<file path="src/rtl/vga_sync_decoder.sv">
// -----------------------------------------------------------------------------
// vga_sync_decoder
//
// Recovers pixel coordinates from an incoming VGA stream (hsync/vsync plus
// 8-bit RGB 3:3:2). It measures line and frame timing and locks after
// LOCK_FRAMES consecutive clean frames. While locked, it emits each active
// pixel with its coordinates and captured colour.
//
// Pipeline:
//   stage 1 : every input pin is registered once on dclk.
//   stage 2 : the counters, timing checks and FSM next state are evaluated
//             combinationally from the stage-1 sample. All outputs are then
//             registered. This gives exactly 2 dclk of latency from the pins
//             to the outputs.
//
// Ports:
//   dclk, clr_n          pixel clock; asynchronous active-low reset
//   hsync, vsync         active-low sync inputs
//   red, green, blue     incoming colour (3/3/2 bits)
//   pix_valid            active-video pixel present on the outputs
//   pix_x, pix_y         pixel column (0..639) and line (0..479)
//   pix_r, pix_g, pix_b  captured colour; zero when pix_valid is low
//   frame_start          one-cycle pulse on pixel (0,0)
//   locked               timing lock achieved
//   timing_err           one-cycle pulse per violation, only while acquiring
//                        or locked
//   dbg_state            current FSM state (0 SEARCH, 1 ACQUIRE, 2 LOCKED)
// -----------------------------------------------------------------------------
module vga_sync_decoder #(
    parameter int HPIXELS     = 800,
    parameter int VLINES      = 521,
    parameter int HPULSE      = 96,
    parameter int VPULSE      = 2,
    parameter int HBP         = 144,
    parameter int HFP         = 784,
    parameter int VBP         = 31,
    parameter int VFP         = 511,
    parameter int LOCK_FRAMES = 2
) (
    input  logic       dclk,
    input  logic       clr_n,
    input  logic       hsync,
    input  logic       vsync,
    input  logic [2:0] red,
    input  logic [2:0] green,
    input  logic [1:0] blue,
    output logic       pix_valid,
    output logic [9:0] pix_x,
    output logic [8:0] pix_y,
    output logic [2:0] pix_r,
    output logic [2:0] pix_g,
    output logic [1:0] pix_b,
    output logic       frame_start,
    output logic       locked,
    output logic       timing_err,
    output logic [1:0] dbg_state
);

    localparam logic [9:0] CNT_MAX = 10'd1023;
    localparam logic [9:0] H_LAST  = 10'(HPIXELS - 1);
    localparam logic [9:0] V_LAST  = 10'(VLINES - 1);
    localparam logic [9:0] H_PW    = 10'(HPULSE);
    localparam logic [9:0] V_PW    = 10'(VPULSE);
    localparam logic [9:0] H_BP    = 10'(HBP);
    localparam logic [9:0] H_FP    = 10'(HFP);
    localparam logic [9:0] V_BP    = 10'(VBP);
    localparam logic [9:0] V_FP    = 10'(VFP);

    localparam int               LCW       = $clog2(LOCK_FRAMES + 1);
    localparam logic [LCW-1:0]   LOCK_N    = LCW'(LOCK_FRAMES);
    localparam logic [LCW-1:0]   LOCK_LAST = LCW'(LOCK_FRAMES - 1);

    typedef enum logic [1:0] {
        ST_SEARCH  = 2'd0,
        ST_ACQUIRE = 2'd1,
        ST_LOCKED  = 2'd2
    } state_t;

    // ---------------------------------------------------------------- stage 1
    logic       hs_q, vs_q;
    logic [2:0] red_q, green_q;
    logic [1:0] blue_q;

    // Previous stage-1 sample. It is used for edge detection on the
    // registered stream. It resets to the idle-high level, so a stream that
    // starts low right after reset still counts as a falling edge.
    logic       hs_prev_q, vs_prev_q;

    // ------------------------------------------------------ measurement state
    logic [9:0]     hc_q, hc_d;            // hc of the previous sample
    logic [9:0]     vc_q, vc_d;
    logic [9:0]     hrise_hc_q, hrise_hc_d;  // hc where hsync last rose
    logic [9:0]     vrise_vc_q, vrise_vc_d;  // vc where vsync last rose
    logic           hfall_seen_q, hfall_seen_d;
    logic           vfall_seen_q, vfall_seen_d;
    logic           vfall_pend_q, vfall_pend_d;  // vsync fell, no hsync fall yet
    state_t         state_q, state_d;
    logic [LCW-1:0] good_cnt_q, good_cnt_d;

    // ---------------------------------------------------------- output flops
    logic       pix_valid_q, pix_valid_d;
    logic [9:0] pix_x_q, pix_x_d;
    logic [8:0] pix_y_q, pix_y_d;
    logic [2:0] pix_r_q, pix_r_d;
    logic [2:0] pix_g_q, pix_g_d;
    logic [1:0] pix_b_q, pix_b_d;
    logic       frame_start_q, frame_start_d;
    logic       locked_q, locked_d;
    logic       timing_err_q, timing_err_d;

    // --------------------------------------------------- combinational helpers
    logic       h_fall, h_rise, v_fall, v_rise;
    logic       line_viol, frame_viol, timeout, viol;
    logic       in_win;
    logic [9:0] px;
    logic [8:0] py;

    // Edge detection and position of the current stage-1 sample.
    always_comb begin
        h_fall = hs_prev_q & ~hs_q;
        h_rise = ~hs_prev_q & hs_q;
        v_fall = vs_prev_q & ~vs_q;
        v_rise = ~vs_prev_q & vs_q;

        hc_d = (hc_q == CNT_MAX) ? CNT_MAX : hc_q + 10'd1;
        if (h_fall) begin
            hc_d = 10'd0;
        end

        // vc moves only at line starts. A vsync fall anywhere since the
        // previous line start, or in this same cycle, restarts the frame.
        vc_d = vc_q;
        if (h_fall) begin
            if (v_fall || vfall_pend_q) begin
                vc_d = 10'd0;
            end else begin
                vc_d = (vc_q == CNT_MAX) ? CNT_MAX : vc_q + 10'd1;
            end
        end

        vfall_pend_d = h_fall ? 1'b0 : (vfall_pend_q | v_fall);
        hrise_hc_d   = h_rise ? hc_d : hrise_hc_q;
        vrise_vc_d   = v_rise ? vc_d : vrise_vc_q;
        hfall_seen_d = hfall_seen_q | h_fall;
        vfall_seen_d = vfall_seen_q | v_fall;
    end

    // Timing checks. At a line start, hc_q still holds the last column of
    // the line that just ended. At a frame start, vc_q still holds the last
    // line of the frame that just ended.
    always_comb begin
        line_viol  = h_fall && hfall_seen_q &&
                     ((hc_q != H_LAST) || (hrise_hc_q != H_PW));
        frame_viol = v_fall && vfall_seen_q &&
                     ((vc_q != V_LAST) || (vrise_vc_q != V_PW));
        // Only the arrival at saturation counts, so a stalled stream
        // reports once rather than on every cycle.
        timeout    = ((hc_d == CNT_MAX) && (hc_q != CNT_MAX)) ||
                     ((vc_d == CNT_MAX) && (vc_q != CNT_MAX));
        viol       = line_viol | frame_viol | timeout;
    end

    // FSM next state.
    always_comb begin
        state_d    = state_q;
        good_cnt_d = good_cnt_q;
        case (state_q)
            ST_SEARCH: begin
                // Violations are ignored here. The first frame edge always
                // starts acquisition.
                if (v_fall) begin
                    state_d    = ST_ACQUIRE;
                    good_cnt_d = '0;
                end
            end
            ST_ACQUIRE: begin
                if (viol) begin
                    state_d = ST_SEARCH;
                end else if (v_fall) begin
                    if (good_cnt_q == LOCK_LAST) begin
                        state_d    = ST_LOCKED;
                        good_cnt_d = LOCK_N;
                    end else begin
                        good_cnt_d = good_cnt_q + 1'b1;
                    end
                end
            end
            ST_LOCKED: begin
                if (viol) begin
                    state_d = ST_SEARCH;
                end
            end
            default: begin
                state_d    = ST_SEARCH;
                good_cnt_d = '0;
            end
        endcase
    end

    // Output stage. The outputs use the next state, so a violating sample
    // already shows locked=0 and pix_valid=0, and the sample that completes
    // lock is already reported as locked.
    always_comb begin
        in_win = (hc_d >= H_BP) && (hc_d < H_FP) &&
                 (vc_d >= V_BP) && (vc_d < V_FP);
        px     = hc_d - H_BP;
        py     = 9'(vc_d - V_BP);

        pix_valid_d   = (state_d == ST_LOCKED) && in_win;
        pix_x_d       = '0;
        pix_y_d       = '0;
        pix_r_d       = '0;
        pix_g_d       = '0;
        pix_b_d       = '0;
        if (pix_valid_d) begin
            pix_x_d = px;
            pix_y_d = py;
            pix_r_d = red_q;
            pix_g_d = green_q;
            pix_b_d = blue_q;
        end
        frame_start_d = pix_valid_d && (px == 10'd0) && (py == 9'd0);
        locked_d      = (state_d == ST_LOCKED);
        timing_err_d  = viol && (state_q != ST_SEARCH);
    end

    // ---------------------------------------------------------------- flops
    always_ff @(posedge dclk or negedge clr_n) begin
        if (!clr_n) begin
            hs_q          <= 1'b1;
            vs_q          <= 1'b1;
            hs_prev_q     <= 1'b1;
            vs_prev_q     <= 1'b1;
            red_q         <= '0;
            green_q       <= '0;
            blue_q        <= '0;
            hc_q          <= '0;
            vc_q          <= '0;
            hrise_hc_q    <= '0;
            vrise_vc_q    <= '0;
            hfall_seen_q  <= 1'b0;
            vfall_seen_q  <= 1'b0;
            vfall_pend_q  <= 1'b0;
            state_q       <= ST_SEARCH;
            good_cnt_q    <= '0;
            pix_valid_q   <= 1'b0;
            pix_x_q       <= '0;
            pix_y_q       <= '0;
            pix_r_q       <= '0;
            pix_g_q       <= '0;
            pix_b_q       <= '0;
            frame_start_q <= 1'b0;
            locked_q      <= 1'b0;
            timing_err_q  <= 1'b0;
        end else begin
            hs_q          <= hsync;
            vs_q          <= vsync;
            hs_prev_q     <= hs_q;
            vs_prev_q     <= vs_q;
            red_q         <= red;
            green_q       <= green;
            blue_q        <= blue;
            hc_q          <= hc_d;
            vc_q          <= vc_d;
            hrise_hc_q    <= hrise_hc_d;
            vrise_vc_q    <= vrise_vc_d;
            hfall_seen_q  <= hfall_seen_d;
            vfall_seen_q  <= vfall_seen_d;
            vfall_pend_q  <= vfall_pend_d;
            state_q       <= state_d;
            good_cnt_q    <= good_cnt_d;
            pix_valid_q   <= pix_valid_d;
            pix_x_q       <= pix_x_d;
            pix_y_q       <= pix_y_d;
            pix_r_q       <= pix_r_d;
            pix_g_q       <= pix_g_d;
            pix_b_q       <= pix_b_d;
            frame_start_q <= frame_start_d;
            locked_q      <= locked_d;
            timing_err_q  <= timing_err_d;
        end
    end

    assign pix_valid   = pix_valid_q;
    assign pix_x       = pix_x_q;
    assign pix_y       = pix_y_q;
    assign pix_r       = pix_r_q;
    assign pix_g       = pix_g_q;
    assign pix_b       = pix_b_q;
    assign frame_start = frame_start_q;
    assign locked      = locked_q;
    assign timing_err  = timing_err_q;
    assign dbg_state   = state_q;

endmodule

</file>
<file path="config.mk">
export PLATFORM = sky130hd
export DESIGN_NAME = vga_sync_decoder
export DESIGN_NICKNAME = d
export VERILOG_FILES = /design/src/rtl/vga_sync_decoder.sv
export SDC_FILE = /design/constraint.sdc
export NUM_CORES = 1
export LEC_CHECK = 0
export BUFFER_PORTS_ARGS = -buffer_cell sky130_fd_sc_hd__buf_2
export CORE_UTILIZATION = 45
export CTS_BUF_LIST = sky130_fd_sc_hd__clkbuf_8
export CTS_CLUSTER_SIZE = 14
export DETAILED_ROUTE_END_ITERATION = 10
export PLACE_DENSITY = 0.76
export SYNTH_ARGS = -nofsm -noshare
export SYNTH_HDL_FRONTEND = slang
export SYNTH_SLANG_ARGS = --single-unit
</file>
<file path="constraint.sdc">
create_clock -name dclk -period 6.3 [get_ports dclk]
set_input_delay 0.315 -clock dclk [delete_from_list [all_inputs] [get_ports dclk]]
set_output_delay 0.315 -clock dclk [all_outputs]
set_load 0.03 [all_outputs]
</file>
* Word level (Yosys, flattened, before mapping)
Cells that the tools add are included.
** Word-level totals
- Register bits after elaboration :: 90
- Output and inout port bits :: 33
** Cells by class
- Multiplexer cells :: 22
- Bitwise operators :: 14
- $lt $le $gt $ge :: 4
- Reduce and logical (&&, ||, !) cells :: 22
- Equality and inequality tests :: 17
- Add/subtract/negate cells :: 5
** Operators by type and width (number)
- $mux 10 :: 6
- $eq 10x10->1 const B :: 4
- $ne 10x10->1 const B :: 4
- $add 10x1->10 const B :: 2
- $mux 2 :: 10
- $logic_and 1x1->1 :: 13
- $pmux 2 s3 :: 2
- $ge 10x5->1 const B :: 1
- $ge 10x8->1 const B :: 1
- $logic_not 10->1 :: 1
- $lt 10x10->1 const B :: 1
- $lt 10x9->1 const B :: 1
- $ne 10x2->1 const B :: 1
- $ne 10x7->1 const B :: 1
- $sub 10x8->10 const B :: 1
- $logic_not 9->1 :: 1
- $mux 9 :: 1
- $sub 9x5->9 const B :: 1
- $mux 3 :: 2
- $ne 2x2->1 const B :: 3
- $not 1->1 :: 5
- $or 1x1->1 :: 5
- $and 1x1->1 :: 4
- $eq 2x1->1 const B :: 2
- 7 further kinds :: 11

* Logic depth before layout (Yosys ltp)
- Depth after elaboration :: 15
- Gate-level depth with buffers :: 15
- Depth with buffers taken out :: 12

* Least setup slack after synthesis
No wires, ideal clock.
- Path kind :: reg-to-reg
- From :: register hs_prev_q
- To :: register pix_x_q[4], in the netlist pix_x[4]
- Library setup time :: 0.156 ns
- Path buffers :: 5
- Period minus slack after synthesis :: 3.362 ns
- Cell stages (with the launch flop) :: 14
- Slack :: 2.938 ns
- Data arrival time :: 3.206 ns
- Data required time :: 6.144 ns
- Cells stage by stage :: dfstp_2 -> nor2b_1 -> buf_2 -> buf_2 -> buf_1 -> mux2_2 -> ha_1 -> nand4_1 -> nor3_2 -> or4_1 -> nand4_1 -> buf_2 -> buf_4 -> nor3_1
** On the way
- Cells in the longest elaborated chain, start to end :: 11
- Elaborated cells between the ends (all ways) :: 26
- Those cells by class :: add/sub (1); order compare (4); eq/ne (3); mux (6); bitwise (3); reduce/logical (9)
** Ends and longest elaborated chain
- start, declared :: line 87 : logic hs_prev_q, vs_prev_q;
- start signal, assigned :: line 258 : hs_prev_q <= hs_q;
- $and 1x1->1 * :: line 120 : h_fall = hs_prev_q & ~hs_q;
- $mux 10 * :: line 133 : if (h_fall) begin
- via vc_d[1] :: line 91 : logic [9:0] vc_q, vc_d;
- $eq 10x10->1 :: line 159 : ((vc_d == CNT_MAX) && (vc_q != CNT_MAX));
- $logic_and 1x1->1 :: line 159
- $logic_or 1x1->1 :: line 158 : timeout = ((hc_d == CNT_MAX) && (hc_q != CNT_MAX)) ||
- $or 1x1->1 :: line 160 : viol = line_viol | frame_viol | timeout;
- $mux 2 (on tied branches) :: line 189, 177
- $pmux 2 s3 :: line 167 : case (state_q)
- $eq 2x2->1 :: line 209 : pix_valid_d = (state_d == ST_LOCKED) && in_win;
- $logic_and 1x1->1 * :: line 209
- $mux 10 * :: line 215 : if (pix_valid_d) begin
- via pix_x_d[4] :: line 102 : logic [9:0] pix_x_q, pix_x_d;
- end signal, assigned :: line 273 : pix_x_q <= pix_x_d;
- end, declared :: line 102
Mark *: on every way through the listed nets, which the timed path passes. The rest lies on a longest branch.
A chain may end at the register's enable or synchronous reset.

* Final worst setup path
- From :: register vc_q[0]
- To :: register pix_y_q[0], in the netlist pix_y[0]
** On the way
- Cells in the longest elaborated chain, start to end :: 13
- Elaborated cells between the ends (all ways) :: 25
- Those cells by class :: add/sub (2); order compare (2); eq/ne (5); mux (7); bitwise (2); reduce/logical (7)
** Ends and longest elaborated chain
- start, declared :: line 91
- start signal, assigned :: line 264 : vc_q <= vc_d;
- $add 10x1->10 or $eq 10x10->1 (tied branches) :: line 137 : vc_d = (vc_q == CNT_MAX) ? CNT_MAX : vc_q + 10'd1;
- $mux 10 :: line 137
- $mux 10 :: line 134 : if (v_fall || vfall_pend_q) begin
- $mux 10 * :: line 133
- via vc_d[0] :: line 91
- $eq 10x10->1 :: line 159
- $logic_and 1x1->1 :: line 159
- $logic_or 1x1->1 :: line 158
- $or 1x1->1 :: line 160
- $mux 2 (on tied branches) :: line 189, 177
- $pmux 2 s3 :: line 167
- $eq 2x2->1 :: line 209
- $logic_and 1x1->1 :: line 209
- $mux 9 * :: line 215
- via pix_y_d[0] :: line 103 : logic [8:0] pix_y_q, pix_y_d;
- end signal, assigned :: line 274 : pix_y_q <= pix_y_d;
- end, declared :: line 103
Marked as above.

==> results_dict.tcl <==
set metrics [dict create \
    leakage_nw 2.23 \
    grt_pass1_wl_um 16200 \
    die_y_um 100 \
    place_congestion 0.904 \
    syn-cell-area_um2 4330 \
    hpwl_um 7160 \
    final_common_cell "dfrtp_1" \
    setup.worst_path.start_class "flop" \
    syn_inst 427 \
    synth.avg_cell_area_um2 10.2 \
    ys.warnings.count 0 \
    final_layout_size_suffix_gt1_share_pct 19.9 \
    crit_arrival_ps 4360 \
    postCtsSetupRepairBufs 0 \
    cts_hold_buf 1 \
    crit_fanout 18 \
    vias 3392 \
    clk_latency_ps 360 \
    antenna_cells 0 \
    skew_ps 14.6 \
    rsz0062_at_grt "false" \
    wire_per_inst_um 16.6 \
    layout.nets 489 \
    final_util_pct 52.5 \
    finalMaxSlewViolations 0 \
    status "finished, final reports clean" \
    ys_types 64 \
    rows 35 \
    antenna_found_initial 0 \
    tightest_slew_ps 665 \
    slowest_delay_ps 500 \
    wirelength_um 9990 \
    dieArea_um2 10000 \
    vias_per_cell 5.64 \
    setup_viol 0 \
    fin_crit_ps 4150 \
    cts_root_buf "clkbuf_8" \
    synthArstFlopShare_pct 100 \
    crit_path_top_delay_cell "nand3_1" \
    ys_ff_latch 90 \
    fin_tns_setup_ps 0 \
    die_x_um 100 \
    cts_resized 0 \
    required_ps 6510 \
    io_buffers 44 \
    cts.sinks 90 \
    area_delta_synth_final_pct 12.4 \
    maxSlewHeadroom_pct 55.6 \
    pwr_density_cell_nw_per_um2 254 \
    dr.pass1.iters 5 \
    yosysSeqAreaShare_pct 52.1 \
    path_cells "ha_1, nand3_1, or3_4, a21oi_1, nand2_1, o21ai_0, ha_1, nand4_1, nor3_2, nand4_1, nand3_1, buf_4, nor3_1" \
    fmaxAchievable_ghz 0.241 \
    crit_path_end_kind "flop" \
    synth_nets 449 \
    synth_edf_count 0 \
    finalHoldViolCount 0 \
    initial_utilization_pct 46.7 \
    fin_crit_sh_pct 65.8 \
    overflow 0 \
    clkTransAtPathRegs_ps 100 \
    worstSetupPathType "reg2reg" \
    ant_nets 0 \
    final_cell_mix "86 x dfrtp_1, 43 x buf_2, 39 x nor3_1" \
    drcViolationCount 0 \
    clockBufferDepth 2 \
    grt_max_degree 48 \
    core-area_um2 9280 \
    worst_hold_path_type "in2reg" \
    pin_count 45 \
    ys.flop_type "dfrtp_1" \
    cts_buffers 9 \
    vdd_drop_max_mv 0.105 \
    drtIter0Drc 172 \
    cts_tree "yes" \
    max-cap-violations 0 \
    grt_pass1_vias 3235 \
    h-tree-depth 3 \
    grt_usage_pct 20.9 \
]
## path summary, 6_finish.rpt
| path | slack [ps] | start | cells after the start | endpoint |
|---|---|---|---|---|
| setup / recovery | 2150 | vc_q[0] | 13 | pix_y[0] |
| min in group asynchronous | 470 | clr_n | 2 | hrise_hc_q[2] |
| hold / removal | 50 | vsync | 1 | vs_q |
| hold reg to reg | 390 | vs_q | 0 | vs_prev_q |
| setup reg to reg | 2150 | vc_q[0] | 13 | pix_y[0] |
| max in group asynchronous | 4820 | clr_n | 3 | vc_q[0] |
## synthesized netlist by cell type, types with 3 or more instances
cell,number,area [µm²]
nand3_1,15,75.1
nor3_1,39,195
or2_2,3,18.8
nand2_1,31,116
nand4_1,10,62.6
nand2b_1,9,56.3
or4_1,4,30.0
a211oi_1,4,30.0
nor2b_1,4,25.0
and2_1,3,18.8
o21ai_0,19,95.1
a31o_2,3,26.3
nor2_1,26,97.6
nor4_1,11,68.8
xnor2_1,11,96.3
buf_2,8,40.0
dfrtp_1,86,2150
a31oi_1,4,25.0
mux2_2,7,78.8
o31ai_1,4,30.0
and3_1,3,18.8
ha_1,10,125
clkbuf_1,10,37.5
or3_1,5,31.3
a21oi_1,15,75.1
and4_1,3,26.3
inv_1,24,90.1
o2111ai_1,3,26.3
dfstp_2,4,105
nand3b_1,5,37.5
## per-stage QoR
step | instances | area (µm²) | setup slack [ps] | hold slack, ps | total power [mW]
final | 601 | 4870 | 2150 | 46.0 | 1.24
after global routing | 601 | 4870 | 1810 | 30.8 | 1.30
after CTS | 601 | 4870 | 2180 | 30.4 | 1.25
after detailed placement | 584 | 4670 | 2190 | 339 | 0.865
after global placement | 584 | 4670 | 2440 | 335 | 0.859
after floorplan | 427 | 4330 | 2940 | 19.4 | 0.805
## cells by family after synthesis
logic type	count (synthesis)	synth area share [%]
XOR/XNOR	12	2.42
multiplexers	8	2.05
flip-flops	90	52.1
AND/OR/NAND/NOR	182	22.8
AO/OA/AOI/OAI	77	13.3
buffers and inverters	48	4.50
adder cells (fa/ha/maj)	10	2.89
## critical path, delay by kind of cell, from the launching register on
family | cells | cell delay (ps)
adders and majority gates | 2 | 590
buffers and inverters | 1 | 350
and+or+nand+nor | 8 | 2200
DFF | 1 | 460
AOI/OAI and AO/OA | 2 | 410
## report_power, final
group	total, mW	switching [mW]	internal (mW)
Clock	0.382	0.228	0.153
Sequential	0.662	0.0438	0.618
Combinational	0.192	0.116	0.0758
## final cells by class
class,count,area (µm²)
multi-input combinational,289,1880
tap,129,161
clock buffer,9,124
fill,831,4410
clock inverter,7,70.1
sequential,90,2260
inverter,26,97.6
timing repair buffer,51,278
## registers in the layout, summed over array words and instances (netlist names), 2 cells and up
register,count
pix_b,2
pix_g,3
blue_q,2
pix_y,9
hc_q,10
hrise_hc_q,10
red_q,3
green_q,3
vrise_vc_q,10
vc_q,10
good_cnt_q,2
pix_x,10
pix_r,3
dbg_state,2
## metal layers
layer  routed length (µm)  track usage, %
met2                 4880            33.7
met4                  184            8.25
met1                 4430            28.1
met5                    0               0
met3                  495            3.83
Note: power is estimated with default switching activity, not from simulation.
